$ cat config.mk
export PLATFORM = sky130hd
export DESIGN_NAME = m68k_bus_slave
export DESIGN_NICKNAME = d
export VERILOG_FILES = /design/src/rtl/m68k_bus_pkg.sv /design/src/rtl/m68k_sync.sv /design/src/rtl/m68k_bus_slave.sv
export SDC_FILE = /design/constraint.sdc
export NUM_CORES = 1
export LEC_CHECK = 0
export ABC_AREA = 1
export BUFFER_PORTS_ARGS = -buffer_cell sky130_fd_sc_hd__buf_4
export CORE_ASPECT_RATIO = 0.75
export CORE_MARGIN = 2
export CORE_UTILIZATION = 51
export CTS_CLUSTER_DIAMETER = 80
export DETAILED_ROUTE_END_ITERATION = 7
export GPL_TIMING_DRIVEN = 0
export PLACE_DENSITY = 0.91
export SYNTH_ARGS = -nofsm -noshare
export SYNTH_HDL_FRONTEND = slang
export SYNTH_SLANG_ARGS = --single-unit
$ cat constraint.sdc
create_clock -name C100 -period 6.7 [get_ports C100]
set_clock_uncertainty 0.15 [all_clocks]
set_input_delay 0.67 -clock C100 [delete_from_list [all_inputs] [get_ports C100]]
set_output_delay 0.67 -clock C100 [all_outputs]
set_load 0.05 [all_outputs]
$ cat src/rtl/m68k_bus_pkg.sv
// Shared types and constants for the 68010 bus slave.
// Holds the FSM state encoding, function-code values and bus widths.
package m68k_bus_pkg;

    localparam int ADDR_W = 23;
    localparam int DATA_W = 16;

    typedef enum logic [2:0] {
        S_IDLE  = 3'd0,
        S_SETUP = 3'd1,
        S_REQ   = 3'd2,
        S_WAIT  = 3'd3,
        S_ACK   = 3'd4,
        S_BERR  = 3'd5,
        S_DRAIN = 3'd6
    } state_t;

    localparam logic [2:0] FC_UDATA = 3'd1;
    localparam logic [2:0] FC_UPROG = 3'd2;
    localparam logic [2:0] FC_SDATA = 3'd5;
    localparam logic [2:0] FC_SPROG = 3'd6;
    localparam logic [2:0] FC_IACK  = 3'd7;

endpackage

$ cat src/rtl/m68k_sync.sv
// Multi-flop synchronizer for an active-low bus strobe.
// Presets to 1 on reset so a strobe reads as negated until the bus is sampled.
module m68k_sync #(
    parameter int STAGES = 2
) (
    input  logic C100,
    input  logic reset,
    input  logic d,
    output logic q
);

    logic [STAGES-1:0] sync_q;
    logic [STAGES-1:0] sync_d;

    // shift the asynchronous input one stage per clock
    always_comb begin
        sync_d = {sync_q[STAGES-2:0], d};
    end

    // synchronizer flops, negated (1) on reset
    always_ff @(posedge C100 or posedge reset) begin
        if (reset) begin
            sync_q <= '1;
        end else begin
            sync_q <= sync_d;
        end
    end

    assign q = sync_q[STAGES-1];

endmodule

$ cat src/rtl/m68k_bus_slave.sv
// 68010 asynchronous bus target: turns each AS/UDS/LDS bus cycle into one
// synchronous memory request on C100, returns read data and DTACK.
// Optional feature macro BERR_TIMEOUT_EN: bounds REQ and DRAIN with a bus
// error timeout of BERR_CYCLES clocks; without it P_BERR_n is tied high.
//
// state | meaning
// ------+--------------------------------------------------------------
// IDLE  | waiting for AS plus at least one data strobe
// SETUP | latch address, FC, direction, byte enables and write data
// REQ   | mem_req high until mem_ack (or timeout)
// WAIT  | WAIT_STATES extra clocks before DTACK
// ACK   | DTACK low (data driven for reads) until AS negates
// BERR  | BERR low until AS negates
// DRAIN | cycle aborted by the CPU, finish the memory access silently
module m68k_bus_slave
    import m68k_bus_pkg::*;
#(
    parameter int SYNC_STAGES = 2,
    parameter int WAIT_STATES = 0,
    parameter int BERR_CYCLES = 256
) (
    input  logic              C100,
    input  logic              reset,
    input  logic              P_AS_n,
    input  logic              P_RW_n,
    input  logic              P_UDS_n,
    input  logic              P_LDS_n,
    input  logic [2:0]        P_FC,
    input  logic [ADDR_W-1:0] P_A,
    input  logic [DATA_W-1:0] P_D_in,
    output logic [DATA_W-1:0] P_D_out,
    output logic              P_D_oe,
    output logic              P_DTACK_n,
    output logic              P_BERR_n,
    output logic              mem_req,
    output logic              mem_we,
    output logic [ADDR_W-1:0] mem_addr,
    output logic [2:0]        mem_fc,
    output logic [1:0]        mem_be,
    output logic [DATA_W-1:0] mem_wdata,
    input  logic [DATA_W-1:0] mem_rdata,
    input  logic              mem_ack
);

    localparam logic [3:0] WAIT_LOAD = 4'(WAIT_STATES - 1);

    logic as_n_sync, uds_n_sync, lds_n_sync;
    logic as_s, uds_s, lds_s;
    logic timeout;

    state_t            state_q, state_d;
    logic              mem_req_q, mem_req_d;
    logic              mem_we_q, mem_we_d;
    logic [ADDR_W-1:0] mem_addr_q, mem_addr_d;
    logic [2:0]        mem_fc_q, mem_fc_d;
    logic [1:0]        mem_be_q, mem_be_d;
    logic [DATA_W-1:0] mem_wdata_q, mem_wdata_d;
    logic [DATA_W-1:0] p_d_out_q, p_d_out_d;
    logic              p_d_oe_q, p_d_oe_d;
    logic              p_dtack_n_q, p_dtack_n_d;
    logic [3:0]        wait_cnt_q, wait_cnt_d;

    m68k_sync #(.STAGES(SYNC_STAGES)) u_sync_as (
        .C100(C100), .reset(reset), .d(P_AS_n), .q(as_n_sync)
    );
    m68k_sync #(.STAGES(SYNC_STAGES)) u_sync_uds (
        .C100(C100), .reset(reset), .d(P_UDS_n), .q(uds_n_sync)
    );
    m68k_sync #(.STAGES(SYNC_STAGES)) u_sync_lds (
        .C100(C100), .reset(reset), .d(P_LDS_n), .q(lds_n_sync)
    );

    assign as_s  = ~as_n_sync;
    assign uds_s = ~uds_n_sync;
    assign lds_s = ~lds_n_sync;

`ifdef BERR_TIMEOUT_EN
    localparam logic [15:0] BERR_LAST = 16'(BERR_CYCLES - 1);

    logic [15:0] berr_cnt_q, berr_cnt_d;
    logic        p_berr_n_q, p_berr_n_d;

    // timeout counter: cleared on REQ entry, keeps running through DRAIN
    always_comb begin
        berr_cnt_d = berr_cnt_q;
        if (state_q == S_SETUP) begin
            berr_cnt_d = '0;
        end else if (state_q == S_REQ || state_q == S_DRAIN) begin
            berr_cnt_d = berr_cnt_q + 16'd1;
        end
    end

    // bus error output follows the BERR state
    always_comb begin
        p_berr_n_d = (state_d != S_BERR);
    end

    // timeout counter and BERR flops
    always_ff @(posedge C100 or posedge reset) begin
        if (reset) begin
            berr_cnt_q <= '0;
            p_berr_n_q <= 1'b1;
        end else begin
            berr_cnt_q <= berr_cnt_d;
            p_berr_n_q <= p_berr_n_d;
        end
    end

    assign timeout  = (berr_cnt_q == BERR_LAST);
    assign P_BERR_n = p_berr_n_q;
`else
    logic [15:0] unused_berr_cfg;
    assign unused_berr_cfg = 16'(BERR_CYCLES);
    assign timeout  = 1'b0;
    assign P_BERR_n = 1'b1;
`endif

    // next-state logic and registered bus/memory outputs
    always_comb begin
        state_d     = state_q;
        mem_req_d   = mem_req_q;
        mem_we_d    = mem_we_q;
        mem_addr_d  = mem_addr_q;
        mem_fc_d    = mem_fc_q;
        mem_be_d    = mem_be_q;
        mem_wdata_d = mem_wdata_q;
        p_d_out_d   = p_d_out_q;
        wait_cnt_d  = wait_cnt_q;

        case (state_q)
            S_IDLE: begin
                if (as_s && (uds_s || lds_s)) begin
                    state_d = S_SETUP;
                end
            end
            S_SETUP: begin
                mem_addr_d  = P_A;
                mem_fc_d    = P_FC;
                mem_we_d    = ~P_RW_n;
                mem_be_d    = {uds_s, lds_s};
                mem_wdata_d = P_D_in;
                mem_req_d   = 1'b1;
                state_d     = S_REQ;
            end
            S_REQ: begin
                if (mem_ack) begin
                    mem_req_d = 1'b0;
                    // an ack racing with AS negation completes silently
                    if (!as_s) begin
                        state_d = S_IDLE;
                    end else begin
                        if (!mem_we_q) begin
                            p_d_out_d = mem_rdata;
                        end
                        if (WAIT_STATES == 0) begin
                            state_d = S_ACK;
                        end else begin
                            state_d    = S_WAIT;
                            wait_cnt_d = WAIT_LOAD;
                        end
                    end
                end else if (!as_s) begin
                    state_d = S_DRAIN;
                end else if (timeout) begin
                    mem_req_d = 1'b0;
                    state_d   = S_BERR;
                end
            end
            S_WAIT: begin
                if (!as_s) begin
                    state_d = S_IDLE;
                end else if (wait_cnt_q == 4'd0) begin
                    state_d = S_ACK;
                end else begin
                    wait_cnt_d = wait_cnt_q - 4'd1;
                end
            end
            S_ACK, S_BERR: begin
                if (!as_s) begin
                    state_d = S_IDLE;
                end
            end
            S_DRAIN: begin
                if (mem_ack || timeout) begin
                    mem_req_d = 1'b0;
                    state_d   = S_IDLE;
                end
            end
            default: begin
                mem_req_d = 1'b0;
                state_d   = S_IDLE;
            end
        endcase

        p_dtack_n_d = (state_d != S_ACK);
        p_d_oe_d    = (state_d == S_ACK) && !mem_we_d;
    end

    // state and output registers
    always_ff @(posedge C100 or posedge reset) begin
        if (reset) begin
            state_q     <= S_IDLE;
            mem_req_q   <= 1'b0;
            mem_we_q    <= 1'b0;
            mem_addr_q  <= '0;
            mem_fc_q    <= '0;
            mem_be_q    <= '0;
            mem_wdata_q <= '0;
            p_d_out_q   <= '0;
            p_d_oe_q    <= 1'b0;
            p_dtack_n_q <= 1'b1;
            wait_cnt_q  <= '0;
        end else begin
            state_q     <= state_d;
            mem_req_q   <= mem_req_d;
            mem_we_q    <= mem_we_d;
            mem_addr_q  <= mem_addr_d;
            mem_fc_q    <= mem_fc_d;
            mem_be_q    <= mem_be_d;
            mem_wdata_q <= mem_wdata_d;
            p_d_out_q   <= p_d_out_d;
            p_d_oe_q    <= p_d_oe_d;
            p_dtack_n_q <= p_dtack_n_d;
            wait_cnt_q  <= wait_cnt_d;
        end
    end

    assign mem_req   = mem_req_q;
    assign mem_we    = mem_we_q;
    assign mem_addr  = mem_addr_q;
    assign mem_fc    = mem_fc_q;
    assign mem_be    = mem_be_q;
    assign mem_wdata = mem_wdata_q;
    assign P_D_out   = p_d_out_q;
    assign P_D_oe    = p_d_oe_q;
    assign P_DTACK_n = p_dtack_n_q;

endmodule

## Word level (Yosys, flattened, before mapping)

Index checks and enable logic that the tools add are counted.

| cells by class | value |
|---|---|
| add/sub/neg operators | 1 |
| muxes and demuxes | 12 |
| reductions and logical operators | 12 |
| bitwise operators | 7 |
| equal/unequal tests | 9 |

Operators by type and width:

| cell | count |
|---|---|
| two-way mux 3 bit | 8 |
| one-hot mux 3 bit (6 select lines) | 1 |
| == test 3 bit (second input constant) | 4 |
| NOT 1 bit | 7 |
| == test 3 x 2 -> 1 bit (second input constant) | 2 |
| zero test 4 bit | 1 |
| AND reduction 4 bit | 1 |
| OR reduction 2 bit | 2 |
| OR reduction 4 bit | 1 |
| subtractor 4 x 1 -> 4 bit (second input constant) | 1 |
| == test 3 x 1 -> 1 bit (second input constant) | 1 |
| zero test 3 bit | 1 |
| != test 3 bit (second input constant) | 1 |
| one-hot mux 1 bit (3 select lines) | 1 |
| AND reduction 3 bit | 1 |
| logical AND 1 bit | 2 |
| two-way mux 1 bit | 2 |
| != test 2 x 1 -> 1 bit (second input constant) | 1 |
| AND reduction 2 bit | 1 |
| zero test 1 bit | 1 |
| logical OR 1 bit | 1 |

| word-level totals | value |
|---|---|
| flip-flop bits (word level) | 77 |

## Longest topological paths before layout

Gate-level depths: netlist of run 1.

| depth | value |
|---|---|
| depth after elaboration | 7 |
| gate-level depth with buffers | 9 |

## Modules after synthesis

Synthesis of run 1 repeated with hierarchy kept, for this count alone.

| second synthesis, totals | value |
|---|---|
| cell total of the unflattened synthesis | 207 |
| area, all modules | 3,005.4 um2 |

Modules (own cells, without submodules):

| module | cells an instance | times used | area each (um2) | sequential area each (um2) |
|---|---|---|---|---|
| m68k_bus_slave | 198 | 1 | 2,836.5 | 1,778.0 |
| m68k_sync | 3 | 3 | 56.3 | 52.6 |

## Worst setup path before layout of run 1

No wires, ideal clock.

| timing | value |
|---|---|
| kind | input -> register |
| from | input mem_ack |
| to | register p_d_out_q[0] (netlist: P_D_out[0]) |
| arrival | 1.448 ns |
| stages | 6 |
| setup time | 0.119 ns |
| setup slack | 4.983 ns |
| path through | inv_1 > nor3_2 > nand2_2 > buf_2 > nand2_1 > nand2_1 |

| between the ends | value |
|---|---|
| word-level cells in the longest chain between the ends | 1 |

RTL lines:

| what | RTL line | text |
|---|---|---|
| start, declared | m68k_bus_slave.sv:42 | `input logic mem_ack` |
| AND reduction 4 bit (no source line) | -- |  |
| end signal, assigned | m68k_bus_slave.sv:221 | `p_d_out_q <= p_d_out_d;` |
| end, declared | m68k_bus_slave.sv:58 | `logic [DATA_W-1:0] p_d_out_q, p_d_out_d;` |

No other way between the ends.
A chain may end at the register's enable or synchronous reset.

## Worst setup path in the final report of run 1

| timing | value |
|---|---|
| from | register p_dtack_n_q (netlist: P_DTACK_n) |
| to | output P_DTACK_n |

RTL lines:

| what | RTL line | text |
|---|---|---|
| start, declared | m68k_bus_slave.sv:60 | `logic p_dtack_n_q, p_dtack_n_d;` |
| start signal, assigned | m68k_bus_slave.sv:223 | `p_dtack_n_q <= p_dtack_n_d;` |
| end, declared | m68k_bus_slave.sv:33 | `output logic P_DTACK_n,` |

No word-level cell between the ends.

==> run_results.csv, run 1 <==
group,metric,value,unit
power_and_ir_drop,powerDensity,585,mW/mm²
clock_tree,cts_resized,0,
clock_tree,cts_buffers,9,
setup_path,endpoint,"P_DTACK_n",
min_path,hold_class,"flop to flop",
sta,hold_ws,0.213,ns
synth,synthesis.area,0.00300,mm²
finish,most-common-layout-cells,"buf_4, dfrtp_1, nand2_1",
finish,area_growth_syn_to_layout,41.7,%
power_and_ir_drop,leakagePower,0.00216,µW
setup_path,worstPathCellList,"buf_4",
finish,fill_cells,387,
synth,ys.flop_type,"dfrtp_1",
route,num_vias,2261,
run,cap_viol_max_count,0,
grt,track_usage,21.8,%
synth,synth_enable_flop_cells,0,
grt,met3_usage,12.2,%
grt,grt_use_met2,32.6,%
route,wire_per_inst,14.3,µm
clock_tree,cts_hold_buf,0,
floorplanning,start_util,52.3,%
finish,seqCellArea,0.00194,mm²
floorplanning,die_area,0.00652,mm²
sta,rsz0062_at_grt,"false",
finish,finalInstanceArea,0.00425,mm²
setup_path,critical_path.slowest_cell,"dfstp_2",
setup_path,crit_fanout,1,
grt,overflow,0,
clock_tree,clk_latency,0.35,ns
sta,period_needed,1.87,ns
power_and_ir_drop,ir_drop,0.000390,V
route,drc,0,
clock_tree,clk_pin_slew,0.07,ns
clock_tree,cts.sinks,77,
finish,final_common_cell,"buf_4",
floorplanning,die_width,92.6,µm
finish,antenna_cells,0,
route,drt_iter0_drc,107,
setup_path,r2r-end,"P_D_out[5]",
setup_path,reg2reg_depth,5,
grt,grt_pass1_vias,2373,
outcome,status,"finished clean",
place,gp_congestion,0.863,
sta,worst_pin_slew,0.923,ns
synth,synth-seq-cells,77,
floorplanning,io_pins,130,
clock_tree,cts_max_level,3,
setup_path,cp-end-kind,"primary output",
sta,setup_tns,0,ns
synth,synth_warnings,0,
sta,finalSetupViolations,0,
place,io_buffers,128,
sta,period_share,27.9,%
setup_path,cp_top_family,"flip-flops",
route,finalWirelength,6670,µm
setup_path,path_class,"flop to primary output",
synth,netlist_instances,244,
finish,drive_gt1_share,54.9,%
floorplanning,die_h,70.4,µm
sta,relSlewSlack,38.5,%
synth,yosysSeqAreaShare,64.5,%
grt,grt_pass1_wl,10800,µm
clock_tree,clockBufferDepth,2,
grt,met1_usage,27.1,%
synth,async_flop_share,100,%
sta,fmax,535,MHz
setup_path,arrival,1.05,ns
grt,grt_busiest_layer,"met2",
setup_path,worstPathRequired,5.88,ns
setup_path,startpoint,"P_DTACK_n",
synth,syn_nets,310,
grt,grt_max_degree,78,
route,dr.pass1.iters,4,
power_and_ir_drop,power,2490,µW
setup_path,reg2reg_from,"mem_we",
synth,avgSynthCellArea,12.3,µm²
route,vias_per_cell,4.85,
setup_path,cp_num_cells,1,
setup_path,cpPeakStageDelay,0.52,ns
sta,finalMaxSlewViolations,0,
finish,nets,449,
finish,multiInputGateArea,962,µm²
clock_tree,postCtsSetupBuffers,0,
grt,antenna_found_initial,0,
clock_tree,cts_tree,"yes",
place,place_area,0.00406,mm²
sta,finalHoldViolations,0,
place,dp_hpwl,4870,µm
floorplanning,num_rows,24,
floorplanning,coreArea,0.00574,mm²
route,drtAntennaViolNets,0,
setup_path,reg2reg_setup_slack,4.95,ns
synth,netlist-cell-type-count,23,
setup_path,crit_path_start_kind,"flop",
clock_tree,cts_root_buf,"clkbuf_8",
setup_path,crit_buf_inv,1,
==> worst min-delay path by stage <==
stage | startpoint | end | slack (ns) | cells past startpoint
after floorplan | u_sync_as.sync_q[0] | u_sync_as.sync_q[1] | 0.20 | 0
after global routing | u_sync_as.sync_q[0] | u_sync_as.sync_q[1] | 0.21 | 0
final | u_sync_as.sync_q[0] | u_sync_as.sync_q[1] | 0.21 | 0
after detailed placement | u_sync_lds.sync_q[0] | u_sync_lds.sync_q[1] | 0.20 | 0
after CTS | u_sync_as.sync_q[0] | u_sync_as.sync_q[1] | 0.21 | 0
after global placement | u_sync_lds.sync_q[0] | u_sync_lds.sync_q[1] | 0.20 | 0
==> worst register-to-register path: stages, from the launching register on <==
cell     delay, ns
dfrtp_1       0.43
nor3_2        0.48
nand2_2       0.21
buf_2         0.24
nand2_1       0.07
nand2_1       0.05
==> cells in the mapped netlist (2+ instances only) <==
library cell	instances	share of area, %
dfstp_2	7	6.1
nand2_1	48	6.0
xnor2_1	2	0.58
nand3_1	24	4.0
inv_2	3	0.38
inv_1	9	1.1
o21ai_0	4	0.67
nor3_1	2	0.33
nand3_2	2	0.67
mux2_2	42	16
dfrtp_1	70	58
nor2_1	11	1.4
buf_2	8	1.3
nand2_2	3	0.63
==> where the power goes <==
| part | total [µW] | internal, µW | leakage, µW | switching [µW] |
|---|---|---|---|---|
| clock network | 340 | 171 | 0.0000923 | 168 |
| registers | 773 | 664 | 0.000928 | 110 |
| logic | 1370 | 451 | 0.00114 | 923 |
| total | 2490 | 1290 | 0.00216 | 1200 |
==> sequential cells by signal, indices dropped and copies added (netlist names) <==
name / cells
P_D_out: 16
mem_fc: 3
mem_wdata: 16
u_sync_uds.sync_q: 2
mem_req: 1
mem_addr: 23
mem_be: 2
P_D_oe: 1
state_q: 3
wait_cnt_q: 4
mem_we: 1
u_sync_as.sync_q: 2
P_DTACK_n: 1
u_sync_lds.sync_q: 2
==> per-stage QoR <==
step | utilization (%) | setup WS, ns | instances
after floorplan | - | 3.92 | 244
after global placement | 70.8 | 3.11 | 450
after detailed placement | 70.8 | 4.64 | 450
after CTS | 74.2 | 4.81 | 466
after global routing | 74.2 | 4.78 | 466
final | 74.2 | 4.83 | 466
==> cell type report <==
type                            count  area share, %
Sequential cell                    77           45.5
Clock inverter                      6           1.50
Buffer                             10           1.38
Clock buffer                       10           3.00
Multi-Input combinational cell    145           22.6
Timing Repair Buffer              128           22.6
Tap cell                           78           2.29
Inverter                           12           1.12
==> cell families (layout without fill, tap and decap cells) <==
logic type	after synthesis	count (layout)	share of synthesized area (%)
simple gates	93	93	14.0
xor+xnor	3	3	0.876
mux	42	42	15.8
other cells	1	1	0.125
fa+ha+maj	1	1	0.417
flops	77	77	64.5
buf+inv	22	166	3.46
compound gates	5	5	0.917
==> metal layers <==
| metal | up-vias | wire (µm) |
|---|---|---|
| li1 | 1074 | - |
| met4 | 0 | 73 |
| met3 | 10 | 814 |
| met5 | - | 0 |
| met1 | 1078 | 2700 |
| met2 | 99 | 3080 |
(Power assumes the default switching activity.)
==> run 2, diff against run 1 <==
--- a/config.mk
+++ b/config.mk
@@ -9,11 +9,11 @@
 export BUFFER_PORTS_ARGS = -buffer_cell sky130_fd_sc_hd__buf_4
 export CORE_ASPECT_RATIO = 0.75
 export CORE_MARGIN = 2
-export CORE_UTILIZATION = 51
+export CORE_UTILIZATION = 47
 export CTS_CLUSTER_DIAMETER = 80
 export DETAILED_ROUTE_END_ITERATION = 7
 export GPL_TIMING_DRIVEN = 0
-export PLACE_DENSITY = 0.91
+export PLACE_DENSITY = 0.85
 export SYNTH_ARGS = -nofsm -noshare
 export SYNTH_HDL_FRONTEND = slang
 export SYNTH_SLANG_ARGS = --single-unit
==> constraint.sdc (replaced) <==
create_clock -name C100 -period 1.8 [get_ports C100]
set_clock_uncertainty 0.15 [all_clocks]
set_input_delay 0.18 -clock C100 [delete_from_list [all_inputs] [get_ports C100]]
set_output_delay 0.18 -clock C100 [all_outputs]
set_load 0.05 [all_outputs]
==> run 2 against run 1 <==
  * Core utilization up 5.5 points
  * Total power increased to 3.9 times the previous value
  * Global-route usage rose by 2.3 points
  * Combinational power grew to 3.9 times the previous value
  * Sequential share of layout area decreased by 6.5 points
  * Routed wire length up 23%
  * Register-to-register slack worse by 4.8 ns
  * Via count rose by 13%
  * Worst hold slack got worse by 0.17 ns
  * Largest power group unchanged
  * Highest routed layer unchanged
==> run_results.csv, run 2 (same netlist as run 1, synthesis figures left out) <==
group,metric,value,unit
outcome,status,"finished clean",
grt,met1_usage,26.3,%
power_and_ir_drop,p_sw_share,47.6,%
power_and_ir_drop,leakagePower,0.00246,µW
place,dp_hpwl,5050,µm
clock_tree,clockBufferDepth,2,
power_and_ir_drop,internal_power,5060,µW
power_and_ir_drop,seq_power_share,30.2,%
finish,largest_reg_flops,23,
setup_path,arrival,1.69,ns
route,drtAntennaViolNets,0,
power_and_ir_drop,power_switching,4600,µW
finish,most-common-layout-cells,"buf_4, dfrtp_1, dlygate4sd3_1",
grt,grt_pass1_vias,2713,
grt,overflow,0,
setup_path,path_class,"flop to flop",
route,finalWirelength,8210,µm
floorplanning,coreArea,0.00622,mm²
finish,antenna_cells,0,
route,vias_per_cell,4.77,
setup_path,crit_fanout,10,
clock_tree,cts_max_level,3,
setup_path,cp-end-kind,"flop",
setup_path,crit_path_start_kind,"flop",
sta,finalSetupViolations,0,
grt,grt_busiest_layer,"met2",
setup_path,worstPathCellList,"buf_2, nand3_2, buf_2, mux2_2",
setup_path,critical_path.slowest_cell,"mux2_2",
setup_path,worstPathRequired,1.88,ns
sta,setup_tns,0,ns
sta,finalMaxSlewViolations,0,
finish,fill_cells,370,
power_and_ir_drop,powerDensity,1950,mW/mm²
grt,grt_pass1_wl,12500,µm
clock_tree,clk_pin_slew,0.08,ns
grt,track_usage,24.2,%
power_and_ir_drop,ir_drop,0.00119,V
floorplanning,die_area,0.00705,mm²
floorplanning,start_util,48.2,%
clock_tree,cts_root_buf,"clkbuf_8",
setup_path,cpMostUsedCell,"buf_2",
sta,period_needed,1.61,ns
grt,grt_max_degree,43,
power_and_ir_drop,clkPwrFrac,14.5,%
route,wire_per_inst,15.3,µm
sta,period_share,89.5,%
grt,antenna_found_initial,0,
place,io_buffers,128,
route,drc,0,
route,drt_iter0_drc,87,
floorplanning,io_pins,130,
clock_tree,cts_tree,"yes",
route,num_vias,2555,
sta,finalHoldViolations,0,
place,place_area,0.00409,mm²
place,gp_congestion,0.787,
route,dr.pass1.iters,4,
sta,fmax,621,MHz
finish,area_growth_syn_to_layout,65.3,%
sta,relSlewSlack,50.8,%
setup_path,cpPeakStageDelay,0.38,ns
sta,worst_pin_slew,0.736,ns
finish,nets,516,
grt,grt_use_met2,42.7,%
clock_tree,cts.sinks,77,
finish,drive_gt1_share,47.7,%
min_path,hold_class,"primary input to flop",
power_and_ir_drop,power_frac_comb,55.4,%
floorplanning,num_rows,25,
floorplanning,die_width,96.3,µm
floorplanning,die_h,73.2,µm
finish,final_common_cell,"buf_4",
clock_tree,clk_latency,0.34,ns
run,cap_viol_max_count,0,
finish,finalInstanceArea,0.00496,mm²
grt,met3_usage,8.99,%
clock_tree,cts_buffers,9,
sta,rsz0062_at_grt,"false",
## run 2: layout make-up
type                    instances  area [µm²]  area share [%]
clock buffers                  10         128            2.57
clock inverters                 6        87.6            1.77
plain buffers                  10        58.8            1.19
inverters                      12        48.8           0.983
well taps                      81         101            2.04
multi-input cells             145         968            19.5
flip-flops and latches         77        1940            39.0
repair buffers                195        1630            32.9
## run 2: what timing repair did
item	in CTS	in global routing
resized for setup	0	1
setup buffers	0	3
endpoints found under the setup margin	0	10
hold endpoints to repair	97	0
hold buffers	63	0
## run 2: metal layers
layer  vias to the layer above  share of wire (%)  wire length, µm
met5                         -                  0                0
met4                         0                1.5              121
met3                        15                8.2              675
met2                       109                 51             4160
met1                      1220                 40             3260
li1                       1211                  -                -
## run 2: through the flow
stage	power (µW)	setup WS (ns)	std cells	hold slack [ns]	util, %
after floorplan	6450	0.120	244	0.0345	-
after CTS	9580	0.0943	533	0.0131	79.3
after global routing	10100	0.106	536	0.0390	79.7
after detailed placement	8050	0.109	454	0.140	65.7
after global placement	7910	0.0890	453	0.139	65.3
final	9660	0.189	536	0.0400	79.7
## run 2: power groups by stage
stage | clock, µW | sequential [µW] | combinational (µW)
final | 1400 | 2920 | 5350
after detailed placement | 0 | 2890 | 5160
after CTS | 1450 | 2870 | 5270
after global routing | 1510 | 2990 | 5600
after floorplan | 0 | 5270 | 1180
after global placement | 0 | 2850 | 5070
## run 2: critical path: cells and delay by family, from the launching register on
family / cells / cell delay, ns
buffers and inverters: 2 / 0.46
DFF: 1 / 0.36
muxes: 1 / 0.38
and+or+nand+nor: 1 / 0.15
## run 2: path summary, 6_finish.rpt
path,from,slack (ns),depth (start not counted),end
max in group asynchronous,reset,0.40,4,u_sync_lds.sync_q[0]
setup reg to reg,state_q[0],0.19,4,mem_fc[1]
hold reg to reg,u_sync_lds.sync_q[0],0.21,0,u_sync_lds.sync_q[1]
hold / removal,mem_ack,0.04,4,state_q[1]
setup / recovery,state_q[0],0.19,4,mem_fc[1]
min in group asynchronous,reset,0.40,3,mem_fc[2]
==> run 3, diff against run 2 <==
--- a/config.mk
+++ b/config.mk
@@ -13,7 +13,8 @@
 export CTS_CLUSTER_DIAMETER = 80
 export DETAILED_ROUTE_END_ITERATION = 7
 export GPL_TIMING_DRIVEN = 0
-export PLACE_DENSITY = 0.85
+export HOLD_SLACK_MARGIN = 0.1
+export PLACE_DENSITY = 0.89
 export SYNTH_ARGS = -nofsm -noshare
 export SYNTH_HDL_FRONTEND = slang
 export SYNTH_SLANG_ARGS = --single-unit
==> constraint.sdc (replaced) <==
create_clock -name C100 -period 1.7 [get_ports C100]
set_clock_uncertainty 0.15 [all_clocks]
set_input_delay 0.17 -clock C100 [delete_from_list [all_inputs] [get_ports C100]]
set_output_delay 0.17 -clock C100 [all_outputs]
set_load 0.05 [all_outputs]
==> run 3 against run 2 <==
  * Core utilization grew 0.70 points
  * Critical path type unchanged
  * Fmax shrank 3.2%
  * Routed wire length grew 21%
  * Highest routed layer unchanged
==> run_results.csv, run 3 (same netlist as run 1, synthesis figures left out) <==
group,metric,value,unit
finish,utilization,80.4,%
grt,grt_max_degree,35,
floorplanning,die_h,73.2,µm
clock_tree,cts_tree,"yes",
finish,final_common_cell,"buf_4",
setup_path,cp_top_family,"flip-flops",
route,drt_iter0_drc,174,
clock_tree,cts_buffers,9,
setup_path,path_class,"flop to flop",
grt,grt_pass1_wl,14700,µm
route,drc,0,
sta,finalMaxSlewViolations,0,
clock_tree,clockBufferDepth,2,
floorplanning,start_util,48.2,%
grt,track_usage,29.1,%
floorplanning,die_area,0.00705,mm²
finish,nets,521,
grt,antenna_found_initial,0,
route,vias_per_cell,5.02,
setup_path,crit_path_start_kind,"flop",
floorplanning,io_pins,130,
clock_tree,clk_pin_slew,0.09,ns
setup_path,cp-end-kind,"flop",
sta,period_share,97.9,%
route,dr.pass1.iters,5,
floorplanning,num_rows,25,
sta,fmax,601,MHz
finish,area_growth_syn_to_layout,66.8,%
clock_tree,clk_latency,0.37,ns
power_and_ir_drop,power_switching,5190,µW
clock_tree,cts_root_buf,"clkbuf_8",
setup_path,crit_fanout,10,
floorplanning,die_width,96.3,µm
grt,grt_pass1_vias,2938,
power_and_ir_drop,clkPwrFrac,13.1,%
setup_path,cpPeakStageDelay,0.48,ns
setup_path,worstPathCellList,"inv_2, nand3_4, buf_2, mux2_2",
setup_path,worstPathRequired,1.79,ns
route,num_vias,2722,
finish,fill_cells,319,
route,wire_per_inst,18.3,µm
clock_tree,cts_max_level,3,
route,drtAntennaViolNets,0,
power_and_ir_drop,seq_power_share,30.6,%
sta,finalSetupViolations,0,
clock_tree,cts.sinks,77,
floorplanning,coreArea,0.00622,mm²
setup_path,arrival,1.75,ns
power_and_ir_drop,internal_power,5130,µW
setup_path,critical_path.slowest_cell,"dfrtp_1",
power_and_ir_drop,p_sw_share,50.3,%
power_and_ir_drop,leakagePower,0.00249,µW
finish,drive_gt1_share,48.5,%
finish,most-common-layout-cells,"buf_4, dfrtp_1, dlygate4sd3_1",
min_path,hold_class,"flop to flop",
setup_path,crit_buf_inv,2,
power_and_ir_drop,ir_drop,0.00127,V
power_and_ir_drop,power_frac_comb,56.3,%
sta,period_needed,1.66,ns
finish,largest_reg_flops,23,
run,cap_viol_max_count,0,
power_and_ir_drop,power,10300,µW
route,finalWirelength,9900,µm
outcome,status,"finished clean",
sta,finalHoldViolations,0,
power_and_ir_drop,powerDensity,2060,mW/mm²
grt,overflow,0,
place,dp_hpwl,5040,µm
place,gp_congestion,0.804,
place,io_buffers,128,
setup_path,reg2reg_setup_slack,0.04,ns
## run 3: cell types whose count changed in the layout (fill, tap and decap cells not counted), sizes merged
cell         before  now
diode             0    1
buf             142  146
clkinv            4    0
bufinv            2    0
clkbuf           10    9
dlygate4sd3      63   64
clkinvlp          1    3
inv              11   16
## run 3: area by class of cell
cell class              count  area (µm²)  share of cell area, %
well taps                  81         101                   2.02
plain buffers              10        62.6                   1.25
clock inverters             7        63.8                   1.27
inverters                  12        48.8                  0.975
clock buffers               9         124                   2.47
multi-input cells         145         981                   19.6
diodes                      1        2.50                 0.0500
flip-flops and latches     77        1940                   38.7
repair buffers            200        1690                   33.7
## run 3: power groups by stage
stage | registers [µW] | logic (µW) | clock network (µW)
4_1_cts | 3040 | 5580 | 1340
6_report | 3160 | 5810 | 1350
3_3_place_gp | 3010 | 5350 | 0
2_1_floorplan | 5580 | 1250 | 0
5_1_grt | 3220 | 6050 | 1450
3_5_place_dp | 3070 | 5460 | 0
## run 3: timing repair
| item | CTS | global route |
|---|---|---|
| setup buffers | 0 | 6 |
| endpoints found under the setup margin | 1 | 14 |
| gates resized for setup | 1 | 4 |
| endpoints found under the hold margin | 102 | 0 |
| pin swaps | 0 | 3 |
| hold buffers | 64 | 0 |
## run 3: per-stage QoR
| stage | cell area [µm²] | hold slack (ns) | TNS [ns] | setup WS (ns) | cells |
|---|---|---|---|---|---|
| 2_1_floorplan | 3010 | 0.0245 | 0 | 0.0203 | 244 |
| 3_3_place_gp | 4070 | 0.129 | 0 | 0.0319 | 453 |
| 3_5_place_dp | 4110 | 0.0245 | 0 | 0.0221 | 455 |
| 4_1_cts | 4940 | 0.185 | 0 | 0.0990 | 535 |
| 5_1_grt | 5000 | 0.223 | -0.00508 | -0.00508 | 541 |
| 6_report | 5010 | 0.214 | 0 | 0.0357 | 542 |
## run 3: path summary, 6_finish.rpt
kind	depth (start not counted)	startpoint	end
worst max register to register	4	state_q[1]	mem_addr[21]
worst min register to register	0	u_sync_as.sync_q[0]	u_sync_as.sync_q[1]
max in group asynchronous	5	reset	P_DTACK_n
worst min-delay path	0	u_sync_as.sync_q[0]	u_sync_as.sync_q[1]
min in group asynchronous	3	reset	mem_addr[14]
worst max-delay path	4	state_q[1]	mem_addr[21]
## run 3: metal layers
layer	vias to the layer above	wire [µm]	GRT usage [%]
met5	-	0	1.52
met4	0	420	16.8
met3	32	736	7.54
met2	150	5100	51.0
met1	1315	3640	31.7
li1	1225	-	-
